===== src/rtl/vga_timing_gen.sv =====
// Parametrised VGA timing generator: counters, syncs, blanks, data-enable and strobes.
// Optional frame counter enabled by defining VGA_TIMING_GEN_FRAME_CNT_EN.
module vga_timing_gen #(
    parameter int H_ACTIVE    = 1024,
    parameter int H_FP        = 24,
    parameter int H_SYNC      = 136,
    parameter int H_BP        = 160,
    parameter int V_ACTIVE    = 768,
    parameter int V_FP        = 3,
    parameter int V_SYNC      = 6,
    parameter int V_BP        = 29,
    parameter int H_SYNC_POL  = 1,
    parameter int V_SYNC_POL  = 1,
    parameter int CNT_W       = 11,
    parameter int FRAME_CNT_W = 8
) (
    input  logic                   clk,
    input  logic                   rst,
    input  logic                   en,
    output logic [CNT_W-1:0]       hcount,
    output logic [CNT_W-1:0]       vcount,
    output logic                   hsync,
    output logic                   vsync,
    output logic                   hblnk,
    output logic                   vblnk,
    output logic                   de,
    output logic                   line_start,
    output logic                   frame_start,
    output logic [FRAME_CNT_W-1:0] frame_cnt,
    output logic [11:0]            rgb
);
    localparam int H_TOT = H_ACTIVE + H_FP + H_SYNC + H_BP;
    localparam int V_TOT = V_ACTIVE + V_FP + V_SYNC + V_BP;
    localparam int H_SS  = H_ACTIVE + H_FP;
    localparam int H_SE  = H_SS + H_SYNC;
    localparam int V_SS  = V_ACTIVE + V_FP;
    localparam int V_SE  = V_SS + V_SYNC;
    localparam logic H_POL = (H_SYNC_POL != 0);
    localparam logic V_POL = (V_SYNC_POL != 0);

    generate
        if ((2 ** CNT_W) < H_TOT || (2 ** CNT_W) < V_TOT) begin : g_cnt_w_err
            $error("vga_timing_gen: CNT_W too small for the configured totals");
        end
        if (H_FP == 0 || H_SYNC == 0 || H_BP == 0 ||
            V_FP == 0 || V_SYNC == 0 || V_BP == 0) begin : g_zero_err
            $error("vga_timing_gen: porch and sync widths must be non-zero");
        end
    endgenerate

    logic [CNT_W-1:0] h_next;
    logic [CNT_W-1:0] v_next;
    logic             hb_next;
    logic             vb_next;
    logic             hs_raw;
    logic             vs_raw;

    // Flags are derived from the next counts so they land in the same cycle as the counts.
    always_comb begin
        h_next = hcount + CNT_W'(1);
        v_next = vcount;
        if (hcount == CNT_W'(H_TOT - 1)) begin
            h_next = '0;
            if (vcount == CNT_W'(V_TOT - 1)) begin
                v_next = '0;
            end else begin
                v_next = vcount + CNT_W'(1);
            end
        end
        hb_next = (h_next >= CNT_W'(H_ACTIVE));
        vb_next = (v_next >= CNT_W'(V_ACTIVE));
        hs_raw  = (h_next >= CNT_W'(H_SS)) && (h_next < CNT_W'(H_SE));
        vs_raw  = (v_next >= CNT_W'(V_SS)) && (v_next < CNT_W'(V_SE));
    end

    always_ff @(posedge clk) begin
        if (rst) begin
            hcount      <= '0;
            vcount      <= '0;
            hblnk       <= 1'b0;
            vblnk       <= 1'b0;
            de          <= 1'b1;
            hsync       <= ~H_POL;
            vsync       <= ~V_POL;
            line_start  <= 1'b0;
            frame_start <= 1'b0;
        end else if (en) begin
            hcount      <= h_next;
            vcount      <= v_next;
            hblnk       <= hb_next;
            vblnk       <= vb_next;
            de          <= !hb_next && !vb_next;
            hsync       <= hs_raw ? H_POL : ~H_POL;
            vsync       <= vs_raw ? V_POL : ~V_POL;
            line_start  <= (h_next == '0);
            frame_start <= (h_next == '0) && (v_next == '0);
        end else begin
            line_start  <= 1'b0;
            frame_start <= 1'b0;
        end
    end

`ifdef VGA_TIMING_GEN_FRAME_CNT_EN
    // Increments alongside frame_start so the new value appears with the strobe.
    always_ff @(posedge clk) begin
        if (rst) begin
            frame_cnt <= '0;
        end else if (en && h_next == '0 && v_next == '0) begin
            frame_cnt <= frame_cnt + FRAME_CNT_W'(1);
        end
    end
`else
    assign frame_cnt = '0;
`endif

    assign rgb = 12'h000;

endmodule


===== config.mk =====
export PLATFORM = sky130hd
export DESIGN_NAME = vga_timing_gen
export DESIGN_NICKNAME = d
export VERILOG_FILES = /design/src/rtl/vga_timing_gen.sv
export SDC_FILE = /design/constraint.sdc
export NUM_CORES = 1
export LEC_CHECK = 0
export CAP_MARGIN = 10
export CORE_AREA = 2 2 66 68
export DETAILED_ROUTE_END_ITERATION = 6
export DIE_AREA = 0 0 68 70
export GPL_TIMING_DRIVEN = 0
export PLACE_DENSITY_LB_ADDON = 0.12
export SKIP_LAST_GASP = 1
export SYNTH_ARGS = -nofsm -noshare
export SYNTH_HDL_FRONTEND = slang
export SYNTH_SLANG_ARGS = --single-unit

===== constraint.sdc =====
create_clock -name clk -period 3.15 [get_ports clk]
set_input_delay 0.63 -clock clk [delete_from_list [all_inputs] [get_ports clk]]
set_output_delay 0.63 -clock clk [all_outputs]
set_load 0.05 [all_outputs]

# Word level (Yosys, flattened, before mapping)
# Index checks and enable logic that the tools add are counted.
dict set report classes {
  add_sub_neg 2
  magnitude_cmp 6
  eq_ne 2
  mux 5
  bitwise 1
  reduce_logical 9
}
# cell n
set op_table {}
lappend op_table {{$mux 11} 3}
lappend op_table {{$add 11x1->11 const B} 2}
lappend op_table {{$ge 11x10->1 const B} 2}
lappend op_table {{$ge 11x11->1 const B} 2}
lappend op_table {{$logic_not 11->1} 2}
lappend op_table {{$eq 11x10->1 const B} 1}
lappend op_table {{$eq 11x11->1 const B} 1}
lappend op_table {{$lt 11x10->1 const B} 1}
lappend op_table {{$lt 11x11->1 const B} 1}
lappend op_table {{$logic_and 1x1->1} 4}
lappend op_table {{$logic_not 1->1} 2}
lappend op_table {{$mux 1} 2}
lappend op_table {{$reduce_or 2->1} 1}
lappend op_table {{$not 1->1} 1}
dict set report totals {
  register_bits 29
  inputBits 3
}

# Longest topological paths before layout
# Gate-level depths: netlist of the first run.
dict set report logic_depth {
  depth_word 6
  depth_mapped 10
  mapped_depth_nobuf 8
}

# Worst setup path before layout of the first run
# OpenSTA, ideal clock, no wires.
dict set report synth_path {
  path_kind {register to register}
  startpoint {register vcount[1]}
  endpoint {register de}
  setup_time_ns 0.122
  arrival_time_ns 2.458
  required_time_ns 3.028
  slack_ns 0.571
  path_stages_with_launch 8
  path_buffers 0
  synth_period_minus_slack_ns 2.579
  path_cell_list {dfxtp_1 -> ha_1 -> nand3_1 -> nor3_1 -> a21oi_1 -> a31o_1 -> o21a_1 -> a221o_1}
}
dict set report synth_via {
  elab_chain_cells 6
}
# item line_no
set synth_rtl {}
lappend synth_rtl {{start: declaration} 21} ;# output logic [CNT_W-1:0] vcount,
lappend synth_rtl {{start signal: assignment} 89} ;# vcount <= v_next;
lappend synth_rtl {{$add 11x1->11 or $eq 11x10->1 (tied branches)} {67, 64}}
lappend synth_rtl {{$mux 11} 64} ;# if (vcount == CNT_W'(V_TOT - 1)) begin
lappend synth_rtl {{$mux 11 (*)} 62} ;# if (hcount == CNT_W'(H_TOT - 1)) begin
lappend synth_rtl {{$ge 11x10->1 (*)} 71} ;# vb_next = (v_next >= CNT_W'(V_ACTIVE));
lappend synth_rtl {{$logic_not 1->1 (*)} 92} ;# de <= !hb_next && !vb_next;
lappend synth_rtl {{$logic_and 1x1->1 (*)} 92}
lappend synth_rtl {{end signal: assignment} 92}
lappend synth_rtl {{end: declaration} 26} ;# output logic de,
# Mark *: on every way between the ends. The rest lies on a longest branch, timed or not.
# A chain may end at the register's enable or synchronous reset.

# Final worst setup path of the first run
# Same ends and word-level chain as after synthesis.

==> results of run 1 <==
## Yosys cell counts (all sizes together) (4+ instances only)
master | count | share of area (%)
o21ai | 9 | 2.1
and4 | 4 | 1.7
xnor2 | 6 | 2.5
nor2 | 35 | 6.4
dfxtp | 28 | 27
inv | 7 | 1.3
and3 | 5 | 1.8
buf | 34 | 12
nand4 | 6 | 2.1
nor3 | 8 | 1.9
nand3 | 10 | 2.4
xor2 | 7 | 2.9
nand2 | 19 | 3.5
nor4 | 6 | 2.8
clkbuf | 6 | 1.1
a21oi | 20 | 4.8
mux2i | 7 | 3.3
## layer usage
layer  track usage, %  vias up  routed length [um]
li1                 -     1018                   -
met1             31.6      913                2410
met2             33.1       56                2220
met3             2.90        2                 228
met4             4.00        0                  27
met5                0        -                   0
## placed cells by master, fill, tap and decap left out, types with 3 or more instances in the layout
cell type	Yosys	layout
nor2_1	34	34
clkdlybuf4s50_1	0	29
buf_4	28	28
dfxtp_1	28	28
a21oi_1	20	20
conb_1	1	20
nand2_1	18	18
nand3_1	10	10
nor3_1	8	8
inv_1	7	7
xor2_1	7	7
mux2i_1	7	7
o21ai_0	7	7
xnor2_1	6	6
clkbuf_1	5	5
nand4_1	5	5
and4_1	4	4
nor4_1	4	4
buf_6	3	3
buf_2	3	3
and3_1	3	3
a211oi_1	3	3
ha_1	3	3
clkbuf_8	0	3
## area by class of cell
type / instances / area, um2 / area share [%]
repair buffers: 29 / 290 / 11.2
clock buffers: 3 / 41.3 / 1.59
well taps: 52 / 65.1 / 2.51
multi-input cells: 209 / 1300 / 49.9
inverters: 8 / 30.0 / 1.16
clock inverters: 1 / 30.0 / 1.16
flip-flops and latches: 28 / 561 / 21.6
plain buffers: 40 / 283 / 10.9
## worst reg2reg max path, cell delays in order (launching register included)
cell and delay, ns:
dfxtp_1 0.48, ha_1 0.32, nand3_1 0.19, nor3_1 0.61, a21oi_1 0.19, a31o_1 0.24, o21a_1 0.19, a221o_1 0.31
## power by group through the flow
stage	combinational (mW)	clock [mW]	sequential [mW]
floorplan	0.0988	0	0.391
global placement	0.135	0	0.375
detailed placement	0.135	0	0.375
CTS	0.135	0.296	0.367
global route	0.144	0.309	0.368
finish	0.136	0.291	0.367
## kinds of logic after synthesis
kind of cell    after synthesis
simple gates                110
compound gates               56
buf+inv                      48
flops                        28
xor+xnor                     13
mux                           7
fa+ha+maj                     3
other cells                   1
## sequential cells by signal, summed over array words and instances, names as in the netlist
| name | cells |
|---|---|
| de | 1 |
| frame_start | 1 |
| hcount | 11 |
| hsync | 1 |
| line_start | 1 |
| vblnk | 1 |
| vcount | 11 |
| vsync | 1 |
## worst max path at each step
stage	endpoint	slack, ns	cells after the start
detailed placement	de	0.61	7
finish	de	0.51	7
global route	de	0.29	7
floorplan	de	0.57	7
CTS	de	0.59	7
global placement	de	0.62	7
==> metrics.txt, run 1 <==
status=complete, no violations; first-pass GRT wire length=8020 um; largest family of logic cells by synthesized area=simple AND/OR/NAND/NOR gates; worst r2r src=vcount[1]; DP Cell Count=366; peak supply drop=between 0.2 and 0.25 mV; clock network fraction of design power=36.7%; fin area=about 2600 um2; cell family with the largest share of critical-path delay=compound AO/OA/AOI/OAI gates; Ports=52; Setup Fix Bufs, Post-CTS=0; share of layout cells above drive strength 1=between 15 and 20%; CP peak stage delay=between 0.6 and 0.7 ns; Slew @ Worst Pin=about 0.73 ns; XOR/XNOR Fraction of Synth Area=under 10%; Port Buf Inserts=29; Die W=~68 um; Slew Limit Fails=0; TritonCTS clock tree=yes; Die Y=approximately 70 um; Tmin final=between 2 and 3 ns; Hold Path Depth=2; CP Launch Type=register; Layout Nets=325; Final Setup Violations=0; Critical Path Start=vcount[1]; Core Util, Final=a little over three fifths; vias=1989; PostCTS Resize Cnt=0; synthesized instance count=about 270; Synth Area in Adders=around 1.8%; crit path buf inv count=0; Switching Share=28.6%; H-tree levels=1; leakage power=between 0.9 and 1 nW; maxcap violations=0; effective utilization at floorplan=roughly half; RSZ-0062 raised after global routing=false; syn_area_per_cell=between 7 and 8 um2; Clk pin slew, worst setup/hold paths=roughly 0.10 ns; CP max stage cell=nor3_1; Post-synth EDFFs=0; setup_tns=0 ns; Hold Vio Cnt, Final=0; gr ovfl total=0; DRT Pass-1 Iters=4; Die ar.=4760 um2; Primary FF master, synth=dfxtp_1; gpl congestion=0.870; post-synthesis mux area share=between 3 and 4%; total track usage=about a fifth; Switch Pwr=around 0.23 mW; Critical R2R Capture=de; Root Driver=clkbuf_8; Yosys reg bits=28; WL final=between 4000 and 5000 um; Crit path required time=approximately 3.3 ns; crit path capture type=register; pin count of the biggest net entering global routing=17; Final Skew=between 0.003 and 0.004 ns; Peak Freq=between 0.3 and 0.4 GHz; CTS Sinks=28; total CTS buffers=3; final worst slack=between 0.5 and 0.6 ns; Place WS=0.610 ns; CTS max path bufs=2; Distinct cells, synth=63; placed cell area=around 2500 um2; Clk Latency, worst-skew pair=approximately 0.28 ns; WS Path Type=register to register; depth of the most critical reg-to-reg path=7; area delta synth->final=23.7%; routed len/inst=about 13 um; Hold WC Path Type=register to register; worst hold start=vsync; site row count=24; Antenna Nets Post-Route=0; initial antenna violation count=0; combinational power share=approximately 17%; final std cells w/o fill=370; Inserted Diodes=0; mapped cell area=2100 um2; Final Hold Slack=about 0.48 ns; Cell Int Power=between 0.5 and 0.6 mW; cts hold-fix bufs=0; vias in the first global route=~1.7k; Total Power=a little under 0.8 mW; complex-gate fraction of the synthesized area=between 10% and 20%; post-route DRC violation count=0; asr flop ratio synth=0%; Seq pwr share=46.2%; Core ar.=4140 um2; worst path cell trace=ha_1, nand3_1, nor3_1, a21oi_1, a31o_1, o21a_1, a221o_1; crit path DAT=2.81 ns; # fillers=between 300 and 400; Simple-Gate Fraction of Synth Area=between 20 and 30%; worst relative slew slack=roughly half; drt initial violations=127; Seq/Total Area, Yosys=between 20% and 30%; crit-path max FO=9; DP Wirelength=3600 um; PD cells=roughly 310 nW/um2; drt via density=between 5 and 6; R2R Setup Slk=approximately 0.51 ns; Worst Hold End=vsync; fin crit share=83.7%; Ys Warns=0
Note: power is estimated with default switching activity, not from simulation.
==> run 2, diff against run 1 <==
--- a/config.mk
+++ b/config.mk
@@ -6,9 +6,9 @@
 export NUM_CORES = 1
 export LEC_CHECK = 0
 export CAP_MARGIN = 10
-export CORE_AREA = 2 2 66 68
+export CORE_AREA = 2 2 68 70
 export DETAILED_ROUTE_END_ITERATION = 6
-export DIE_AREA = 0 0 68 70
+export DIE_AREA = 0 0 70 72
 export GPL_TIMING_DRIVEN = 0
 export PLACE_DENSITY_LB_ADDON = 0.12
 export SKIP_LAST_GASP = 1
==> constraint.sdc (replaced) <==
create_clock -name clk -period 2.75 [get_ports clk]
set_input_delay 0.55 -clock clk [delete_from_list [all_inputs] [get_ports clk]]
set_output_delay 0.55 -clock clk [all_outputs]
set_load 0.05 [all_outputs]
==> metrics.txt, run 2 (synthesized netlist as in run 1, its figures left out) <==
depth of the most critical reg-to-reg path=10; footprint of the multi-input gates=roughly 1300 um2; worst r2r src=vcount[1]; DP Wirelength=roughly 3600 um; Die Y=between 70 and 80 um; Place WS=0.220 ns; Slew Limit Fails=0; Crit path required time=around 3.0 ns; Slew @ Worst Pin=around 0.6 ns; pin count of the biggest net entering global routing=16; Die W=70 um; Port Buf Inserts=29; final std cells w/o fill=roughly 370; crit-path max FO=10; CP peak stage delay=between 0.4 and 0.5 ns; Layout Nets=326; site row count=24; crit path capture type=register; worst relative slew slack=between 60% and 70%; CP Launch Type=register; final worst slack=~0.33 ns; Inserted Diodes=0; WS Path Type=register to register; register area=561 um2; setup_tns=0 ns; vias=between 2k and 2.5k; gr ovfl total=0; Root Driver=clkbuf_8; CP max stage cell=dfxtp_1; WL final=a little under 5000 um; drt initial violations=~140; share of layout cells above drive strength 1=between 15 and 20%; Clk pin slew, worst setup/hold paths=~0.10 ns; worst path cell trace=inv_1, ha_1, nor4bb_1, and3_1, buf_4, clkbuf_1, o21ai_1, a21oi_1, nand3_1, nor4b_2; gpl congestion=approximately 0.86; Clk Latency, worst-skew pair=0.27 ns; fin crit share=just under 90%; Final Setup Violations=0; Largest regs=hcount (11), vcount (11); Hold WC Path Type=register to register; effective utilization at floorplan=between 40% and 50%; Critical R2R Capture=frame_start; worst hold start=vsync; Ports=52; Final Hold Slack=between 0.4 and 0.5 ns; RSZ-0062 raised after global routing=false; first-pass GRT wire length=slightly above 8000 um; status=complete, no violations; R2R Setup Slk=between 0.3 and 0.4 ns; initial antenna violation count=0; Antenna Nets Post-Route=0; vias in the first global route=about 1.7k; DRT Pass-1 Iters=4; maxcap violations=0; routed len/inst=13.3 um; Hold Path Depth=2; drt via density=~5.4; CTS max path bufs=2; total CTS buffers=3; Final Skew=~0.0085 ns; Tmin final=roughly 2.4 ns; Hold Vio Cnt, Final=0; # fillers=423; placed cell area=~2500 um2; CTS Sinks=28; crit path DAT=around 2.6 ns; most frequent cells in the layout=nor2_1 (34), buf_4 (29), clkdlybuf4s50_1 (29); peak supply drop=around 0.24 mV; area delta synth->final=23.6%; Die ar.=about 5000 um2; total track usage=about a fifth; fin area=~2600 um2; Core ar.=between 4000 and 5000 um2; Worst Hold End=vsync; commonest non-fill, non-tap cell in the layout=nor2_1; Peak Freq=0.414 GHz; H-tree levels=1; TritonCTS clock tree=yes; post-route DRC violation count=0; DP Cell Count=around 370; leakage power=~1 nW; PD cells=~320 nW/um2
-- run 2: how the worst max path moves through the flow --
stage	start	endpoint	cells past startpoint
floorplan	vcount[1]	de	7
global placement	vcount[1]	de	7
detailed placement	vcount[1]	de	7
CTS	vcount[1]	de	7
global route	vcount[1]	frame_start	10
finish	vcount[1]	frame_start	10
-- run 2: routing by layer --
metal | GRT usage, % | part of all wire [%] | vias up
met5 | 0 | 0 | -
li1 | - | - | 1029
met2 | 30.6 | 45 | 48
met4 | 5.13 | 0.59 | 0
met3 | 2.36 | 3.9 | 2
met1 | 29.7 | 50 | 928
-- run 2: area by class of cell --
| cell class | count | share of cell area, % |
|---|---|---|
| Multi-Input combinational cell | 209 | 50.2 |
| Sequential cell | 28 | 21.6 |
| Timing Repair Buffer | 30 | 11.5 |
| Buffer | 40 | 10.9 |
| Tap cell | 52 | 2.51 |
| Clock buffer | 4 | 2.12 |
| Inverter | 8 | 1.16 |
-- run 2: stage by stage --
stage | util (%) | total power [mW]
floorplan | - | 0.561
global placement | 59.2 | 0.584
detailed placement | 59.2 | 0.585
CTS | 60.5 | 0.846
global route | 60.8 | 0.875
finish | 60.8 | 0.836
-- run 2: critical path: cells and delay by family (launching register included) --
kind | cells | cell delay (ns)
simple gates | 4 | 0.88
fa+ha+maj | 1 | 0.16
buf+inv | 3 | 0.59
compound gates | 2 | 0.31
flops | 1 | 0.41
-- run 2: power by group --
| part | switching (mW) | internal (mW) |
|---|---|---|
| registers | 0.00901 | 0.411 |
| clock network | 0.132 | 0.128 |
| logic | 0.113 | 0.0433 |
-- run 2: repair_timing --
| action | in CTS | in global routing |
|---|---|---|
| endpoints found under the setup margin | 0 | 4 |
| hold endpoints to repair | 0 | 0 |
| resized for setup | 0 | 1 |
| hold buffers | 0 | 0 |
| buffers inserted | 0 | 1 |
==> run 3, diff against run 2 <==
--- a/config.mk
+++ b/config.mk
@@ -5,6 +5,7 @@
 export SDC_FILE = /design/constraint.sdc
 export NUM_CORES = 1
 export LEC_CHECK = 0
+export ABC_CLOCK_PERIOD_IN_PS = 2750
 export CAP_MARGIN = 10
 export CORE_AREA = 2 2 68 70
 export DETAILED_ROUTE_END_ITERATION = 6
==> results of run 3 <==
Final layout, timing and power as in run 2 (identical DEF).
